## src/rtl/ser_to_par8.sv

```systemverilog
// ser_to_par8: serial-to-parallel deserializer, WIDTH bits per frame, valid/ready output.
// Latency: data_valid rises on the cycle after the sampling edge of the last bit (or parity bit).
// Backpressure: the word is held in HOLD until out_ready; a start seen while held and not
//   accepted is dropped and raises the sticky overrun flag.
//
// Ports:
//   clk, reset              rising-edge clock, synchronous active-high reset
//   start                   frame-start pulse (also restarts a frame in progress)
//   ser_in, bit_valid       serial bit and its qualifier
//   out_ready               consumer accepts data_out when data_valid is high
//   data_out, data_valid    assembled word and its valid flag
//   busy                    frame reception in progress
//   overrun                 sticky: start arrived in HOLD without hand-off
//   parity_err              even-parity check result for the held word
//
// Optional feature macro: SER_TO_PAR8_PARITY_EN (adds a parity bit after the data bits).
module ser_to_par8 #(
  parameter int WIDTH     = 8,
  parameter bit MSB_FIRST = 1'b0
) (
  input  logic             clk,
  input  logic             reset,
  input  logic             start,
  input  logic             ser_in,
  input  logic             bit_valid,
  input  logic             out_ready,
  output logic [WIDTH-1:0] data_out,
  output logic             data_valid,
  output logic             busy,
  output logic             overrun,
  output logic             parity_err
);

  localparam int CW = $clog2(WIDTH + 1);

  typedef enum logic [1:0] {
    IDLE   = 2'd0,
    SHIFT  = 2'd1,
    PARITY = 2'd2,
    HOLD   = 2'd3
  } state_t;

  state_t           state_q;
  logic [WIDTH-1:0] shreg_q;
  logic [WIDTH-1:0] shreg_d;
  logic [CW-1:0]    cnt_q;
  logic [WIDTH-1:0] data_q;
  logic             vld_q;
  logic             busy_q;
  logic             ovr_q;
  logic             last_bit;

  // Shift direction is chosen so that after exactly WIDTH shifts from a cleared
  // register the first received bit sits at bit 0 (LSB-first) or WIDTH-1 (MSB-first).
  always_comb begin
    if (MSB_FIRST) begin
      shreg_d = {shreg_q[WIDTH-2:0], ser_in};
    end else begin
      shreg_d = {ser_in, shreg_q[WIDTH-1:1]};
    end
  end

  assign last_bit = (cnt_q == CW'(WIDTH - 1));

`ifdef SER_TO_PAR8_PARITY_EN
  logic perr_q;
`endif

  always_ff @(posedge clk) begin
    if (reset) begin
      state_q <= IDLE;
      shreg_q <= '0;
      cnt_q   <= '0;
      data_q  <= '0;
      vld_q   <= 1'b0;
      busy_q  <= 1'b0;
      ovr_q   <= 1'b0;
`ifdef SER_TO_PAR8_PARITY_EN
      perr_q  <= 1'b0;
`endif
    end else begin
      case (state_q)
        IDLE: begin
          if (start) begin
            state_q <= SHIFT;
            shreg_q <= '0;
            cnt_q   <= '0;
            busy_q  <= 1'b1;
          end
        end

        SHIFT: begin
          if (start) begin
            // restart wins over a bit presented on the same cycle
            shreg_q <= '0;
            cnt_q   <= '0;
          end else if (bit_valid) begin
            shreg_q <= shreg_d;
            cnt_q   <= cnt_q + CW'(1);
            if (last_bit) begin
`ifdef SER_TO_PAR8_PARITY_EN
              state_q <= PARITY;
`else
              state_q <= HOLD;
              data_q  <= shreg_d;
              vld_q   <= 1'b1;
              busy_q  <= 1'b0;
`endif
            end
          end
        end

        PARITY: begin
`ifdef SER_TO_PAR8_PARITY_EN
          if (start) begin
            state_q <= SHIFT;
            shreg_q <= '0;
            cnt_q   <= '0;
          end else if (bit_valid) begin
            state_q <= HOLD;
            data_q  <= shreg_q;
            vld_q   <= 1'b1;
            busy_q  <= 1'b0;
            // even parity: XOR over data and parity bit must be 0
            perr_q  <= (^shreg_q) ^ ser_in;
          end
`else
          state_q <= IDLE;
`endif
        end

        HOLD: begin
          if (out_ready) begin
            vld_q <= 1'b0;
            if (start) begin
              // hand-off and new frame on the same edge
              state_q <= SHIFT;
              shreg_q <= '0;
              cnt_q   <= '0;
              busy_q  <= 1'b1;
            end else begin
              state_q <= IDLE;
            end
          end else if (start) begin
            ovr_q <= 1'b1;
          end
        end

        default: state_q <= IDLE;
      endcase
    end
  end

  assign data_out   = data_q;
  assign data_valid = vld_q;
  assign busy       = busy_q;
  assign overrun    = ovr_q;
`ifdef SER_TO_PAR8_PARITY_EN
  assign parity_err = perr_q;
`else
  assign parity_err = 1'b0;
`endif

endmodule
```

## config.mk

```make
export PLATFORM = sky130hd
export DESIGN_NAME = ser_to_par8
export DESIGN_NICKNAME = d
export VERILOG_FILES = /design/src/rtl/ser_to_par8.sv
export SDC_FILE = /design/constraint.sdc
export NUM_CORES = 1
export LEC_CHECK = 0
export CAP_MARGIN = 20
export CORE_MARGIN = 4
export CORE_UTILIZATION = 50
export DETAILED_ROUTE_END_ITERATION = 8
export PLACE_DENSITY = 0.75
export SLEW_MARGIN = 0
export SYNTH_ARGS = -nofsm -noshare
export SYNTH_HDL_FRONTEND = slang
export SYNTH_SLANG_ARGS = --single-unit
```

## constraint.sdc

```tcl
create_clock -name clk -period 1.61 [get_ports clk]
set_clock_uncertainty 0.15 [all_clocks]
set_input_delay 0.4025 -clock clk [delete_from_list [all_inputs] [get_ports clk]]
set_output_delay 0.4025 -clock clk [all_outputs]
set_load 0.02 [all_outputs]
```

# Word level (Yosys, flattened, before mapping)
# Cells that the tools add are included.
classes:
  add_sub_neg: 1
  eq_ne: 10
  muxes: 28
  n_bitwise: 2
  n_reduce_logical: 9
ops:
  columns: ["cell", "count"]
  rows:
  - ["two-way mux 8 bit", 4]
  - ["one-hot mux 8 bit (3 select lines)", 1]
  - ["two-way mux 4 bit", 4]
  - ["AND reduction 5 bit", 3]
  - ["one-hot mux 4 bit (3 select lines)", 1]
  - ["two-way mux 1 bit", 10]
  - ["two-way mux 2 bit", 5]
  - ["!= test 2 bit (second input constant)", 5]
  - ["one-hot mux 2 bit (4 select lines)", 1]
  - ["AND reduction 3 bit", 2]
  - ["adder 4 x 1 -> 4 bit (second input constant)", 1]
  - ["equality test 2 bit (second input constant)", 2]
  - ["equality test 4 x 3 -> 1 bit (second input constant)", 1]
  - ["AND reduction 4 bit", 1]
  - ["!= test 3 bit (second input constant)", 1]
  - ["one-hot mux 1 bit (3 select lines)", 1]
  - ["nonzero test 3 bit", 1]
  - ["equality test 2 x 1 -> 1 bit (second input constant)", 1]
  - ["logical NOT 2 bit", 1]
  - ["NOT 1 bit", 2]
  - ["one-hot mux 1 bit (2 select lines)", 1]
  - ["nonzero test 2 bit", 1]
totals:
  reg_bits: 25
  output_inout_bits: 12
  elab_cells: 57

# Depth between registers and ports, before layout
depth:
  word_depth: 5
  mapped_depth: 5

# Worst setup path before layout
# Ideal clock, no wire load.
synth_path:
  path_type: "flip-flop to flip-flop"
  start: "register state_q[1]"
  end: "register data_q[1] (netlist: data_out[1])"
  setup_time_ps: 132
  arrival_ps: 1139
  required_ps: 1328
  setup_slack_ps: 190
  stages_incl_launch_ff: 6
  path_buffers: 2
  cell_sequence: "dfxtp_1 buf_2 or3b_1 buf_2 o21ai_0 a21oi_1"
synth_via:
  elab_chain_len: 2
synth_rtl:
  columns: ["element", "line", "rtl"]
  rows:
  - ["from (decl)", "43", "state_t state_q;"]
  - ["from (signal assigned)", "71", "state_q <= IDLE;"]
  - ["from (signal assigned)", "85", "state_q <= SHIFT;"]
  - ["from (signal assigned)", "104", "state_q <= HOLD;"]
  - ["equality test 2 x 1 -> 1 bit", "82", "case (state_q)"]
  - ["AND reduction 4 bit (no line)", null, null]
  - ["to (signal assigned)", "105", "data_q <= shreg_d;"]
  - ["to (decl)", "47", "logic [WIDTH-1:0] data_q;"]
# Every way passes these cells.
# A chain may end at the register's enable or synchronous reset.

# Final worst setup path
layout_path:
  start: "register vld_q (netlist: data_valid)"
  end: "output port data_valid"
layout_lines:
  columns: ["element", "line", "rtl"]
  rows:
  - ["from (decl)", "48", "logic vld_q;"]
  - ["from (signal assigned)", "75", "vld_q <= 1'b0;"]
  - ["from (signal assigned)", "106", "vld_q <= 1'b1;"]
  - ["from (signal assigned)", "134", "vld_q <= 1'b0;"]
  - ["to (decl)", "28", "output logic data_valid,"]
# No word-level cell between the ends.

==> impl_metrics.sql <==
INSERT INTO impl_metrics (metric_group, metric, value, unit) VALUES
('status', 'run_status', 'completed', ''),
('floorplanning', 'dieHeight', '55.7', 'um'),
('place', 'place.gp.congestion', '0.820', ''),
('floorplanning', 'ios', '18', ''),
('critical_path', 'critPathArrivalTime', '0.99', 'ns'),
('routing', 'wirelength', '2530', 'um'),
('synth', 'synth.cell_area', '1140', 'um^2'),
('floorplanning', 'chipWidth', '55.7', 'um'),
('synth', 'mappedNetlistNets', '131', ''),
('critical_path', 'worst-setup-path-type', 'reg2out', ''),
('synth', 'post_synth_main_area_contributors', 'dfxtp_1 (42%), nand4b_1 (6.9%), a21oi_1 (6.6%)', ''),
('synth', 'postSynthAreaPerCell', '9.18', 'um^2'),
('critical_path', 'critPathTopFamily', 'flip-flops', ''),
('hold_path', 'holdPathEnd', 'cnt_q[0]', ''),
('clock_network', 'clk_path_buf_depth', '2', ''),
('global_routing', 'wire_length_of_the_first_global_routing_pass', '4450', 'um'),
('final_layout', 'finish.instance_area', '1450', 'um^2'),
('routing', 'vias_per_cell', '5.69', ''),
('critical_path', 'worst_r2r_startpoint', 'state_q[0]', ''),
('sta', 'final.setup.tns', '0', 'ns'),
('power_and_ir_drop', 'p_leak', '0.568', 'nW'),
('hold_path', 'hold_class', 'in2reg', ''),
('hold_path', 'hold_start', 'bit_valid', ''),
('clock_network', 'cts-hold-fix-buffers', '0', ''),
('synth', 'post_synth_inst_count', '124', ''),
('clock_network', 'clock_latency', '0.31', 'ns'),
('final_layout', 'nNetsFinal', '158', ''),
('routing', 'route.antenna.remaining_nets', '0', ''),
('critical_path', 'critical_path.max_stage_delay', '0.37', 'ns'),
('sta', 'layout_min_cycle_time', '1.55', 'ns'),
('final_layout', 'final_core_util', '66.1', '%'),
('place', 'post_dp_cell_area', '1400', 'um^2'),
('final_layout', 'nFillCells', '193', ''),
('critical_path', 'worst_ep_required_time', '1.06', 'ns'),
('floorplanning', 'die_area', '3100', 'um^2'),
('synth', 'synth.ff_latch_count', '24', ''),
('final_layout', 'area_growth', '27.3', '%'),
('clock_network', 'cts_tree', 'yes', ''),
('floorplanning', 'placement_rows', '17', ''),
('clock_network', 'path_clk_slew', '0.13', 'ns'),
('critical_path', 'worst-r2r-setup-slack', '0.10', 'ns'),
('critical_path', 'crit-reg2reg-capture', 'data_out[3]', ''),
('clock_network', 'htree_levels', '1', ''),
('sta', 'report.final.slew_viol_count', '0', ''),
('floorplanning', 'start_util', '52.0', '%'),
('critical_path', 'rr_worst_depth', '3', ''),
('hold_path', 'timing.hold.worst_path_depth', '3', ''),
('place', 'buffers_added_on_ports', '16', ''),
('power_and_ir_drop', 'power_density', '797', 'nW/um^2'),
('clock_network', 'number_of_buffers_added_by_the_clock_tree_synthesis_step', '3', ''),
('routing', 'post-route-drc-count', '0', ''),
('clock_network', 'ctsRootBufferMaster', 'clkbuf_4', ''),
('sta', 'finalCritPeriodShare', '96.1', '%'),
('routing', 'detailroute.via_count', '1013', ''),
('global_routing', 'groute.usage.overall', '17.9', '%'),
('global_routing', 'grt.overflow.total', '0', ''),
('critical_path', 'critPathCaptureType', 'primary output', ''),
('place', 'numPlacedInstances', '173', ''),
('synth', 'yosysTopAreaCell', 'dfxtp_1', ''),
('clock_network', 'cts.sink_count', '24', ''),
('global_routing', 'grt_start_max_net_pins', '17', ''),
('final_layout', 'stdcell_count', '178', ''),
('sta', 'fin_ws', '0.0630', 'ns'),
('synth', 'yosys_warnings', '0', ''),
('global_routing', 'antenna_found_initial', '0', ''),
('final_layout', 'diodes', '0', ''),
('sta', 'setup_viol', '0', ''),
('routing', 'detailedRoute.firstPassIterationCount', '4', ''),
('routing', 'detailedRoute.firstIterationViolations', '29', ''),
('global_routing', 'grt_pass1_vias', '961', ''),
('final_layout', 'final_layout_size_suffix_gt1_share', '18.0', '%');
Yosys cell counts, drive strengths merged:
cell     n
a21boi   1
and4b    1
buf     10
nand2    3
or2      1
nand3   12
o21a     1
a31oi    1
nor2     4
a22oi    2
a21o     1
a21oi   16
nor4b    1
and3     1
dfxtp   24
inv      1
nor3b    2
nand3b   2
ha       1
o211ai   9
clkbuf   2
nand2b   2
conb     1
nand4b   9
a41oi    1
mux2i    2
a211oi   1
o21ai   11
or3b     1
worst max-delay path by stage:
stage                 from           to  depth (start not counted)
3_5_place_dp         start  data_out[3]                          4
2_1_floorplan   state_q[1]  data_out[1]                          5
6_report        data_valid   data_valid                          1
5_1_grt        data_out[5]  data_out[5]                          1
3_3_place_gp     bit_valid  data_out[1]                          4
4_1_cts          bit_valid   state_q[1]                          5
registers in the layout (all words and copies together) (netlist names):
name	cells
busy	1
cnt_q	4
data_out	8
data_valid	1
overrun	1
shreg_q	7
state_q	2
tightest hold or removal path: stages:
cell and delay [ns]:
dlymetal6s2s_1 0.20, nand2_1 0.09, o21ai_0 0.06
where the power goes:
part | internal (mW) | switching (mW)
Combinational | 0.0540 | 0.0610
Sequential | 0.599 | 0.00548
Clock | 0.252 | 0.183
Total | 0.905 | 0.250
metal layers:
| metal | vias to the layer above | global-route usage [%] | part of all wire, % |
|---|---|---|---|
| li1 | 517 | - | - |
| met1 | 474 | 23.0 | 47 |
| met2 | 20 | 29.7 | 49 |
| met3 | 2 | 3.25 | 3.6 |
| met4 | 0 | 6.25 | 0.47 |
| met5 | - | 0 | 0 |
kinds of logic after synthesis:
family	after synthesis	synth area share, %
compound gates	44	23.5
simple gates	39	24.1
flops	24	42.2
buf+inv	13	7.03
mux	2	1.76
fa+ha+maj	1	1.10
other cells	1	0.329
final cells by class:
cell class                      count  area [um^2]  area share (%)
Multi-Input combinational cell     87          578            39.9
Sequential cell                    24          480            33.2
Timing Repair Buffer               34          299            20.6
Tap cell                           28         35.0            2.42
Clock inverter                      1         30.0            2.07
Clock buffer                        3         22.5            1.55
Inverter                            1         3.75           0.259
repair_timing:
action / 4_1_cts / 5_1_grt
pin swaps: 0 / 1
buffers inserted: 0 / 1
setup endpoints to repair: 14 / 11
gates cloned: 0 / 0
gates resized for setup: 12 / 4
layout by cell type, fill, tap and decap left out:
cell / n
a21boi_0: 1
dfxtp_1: 24
o211ai_1: 9
nand4b_1: 9
a21o_2: 1
nand2_1: 3
bufinv_16: 1
or3b_1: 1
mux2i_1: 2
nor4b_4: 1
o21a_1: 1
dlygate4sd2_1: 9
a41oi_1: 1
and4b_1: 1
and3_1: 1
a21oi_1: 15
buf_4: 17
or2_2: 1
conb_1: 1
o21ai_1: 2
nand3_1: 12
ha_1: 1
inv_1: 1
nor3b_4: 1
a22oi_1: 2
a31oi_1: 1
dlymetal6s2s_1: 1
a211oi_1: 1
buf_12: 1
clkdlybuf4s50_1: 3
clkdlybuf4s15_1: 3
nand3b_1: 2
nor3b_1: 1
o21ai_0: 9
nand2b_1: 2
a21oi_2: 1
clkbuf_4: 3
nor2_1: 4
No activity file was read; power rests on OpenSTA's default activity.
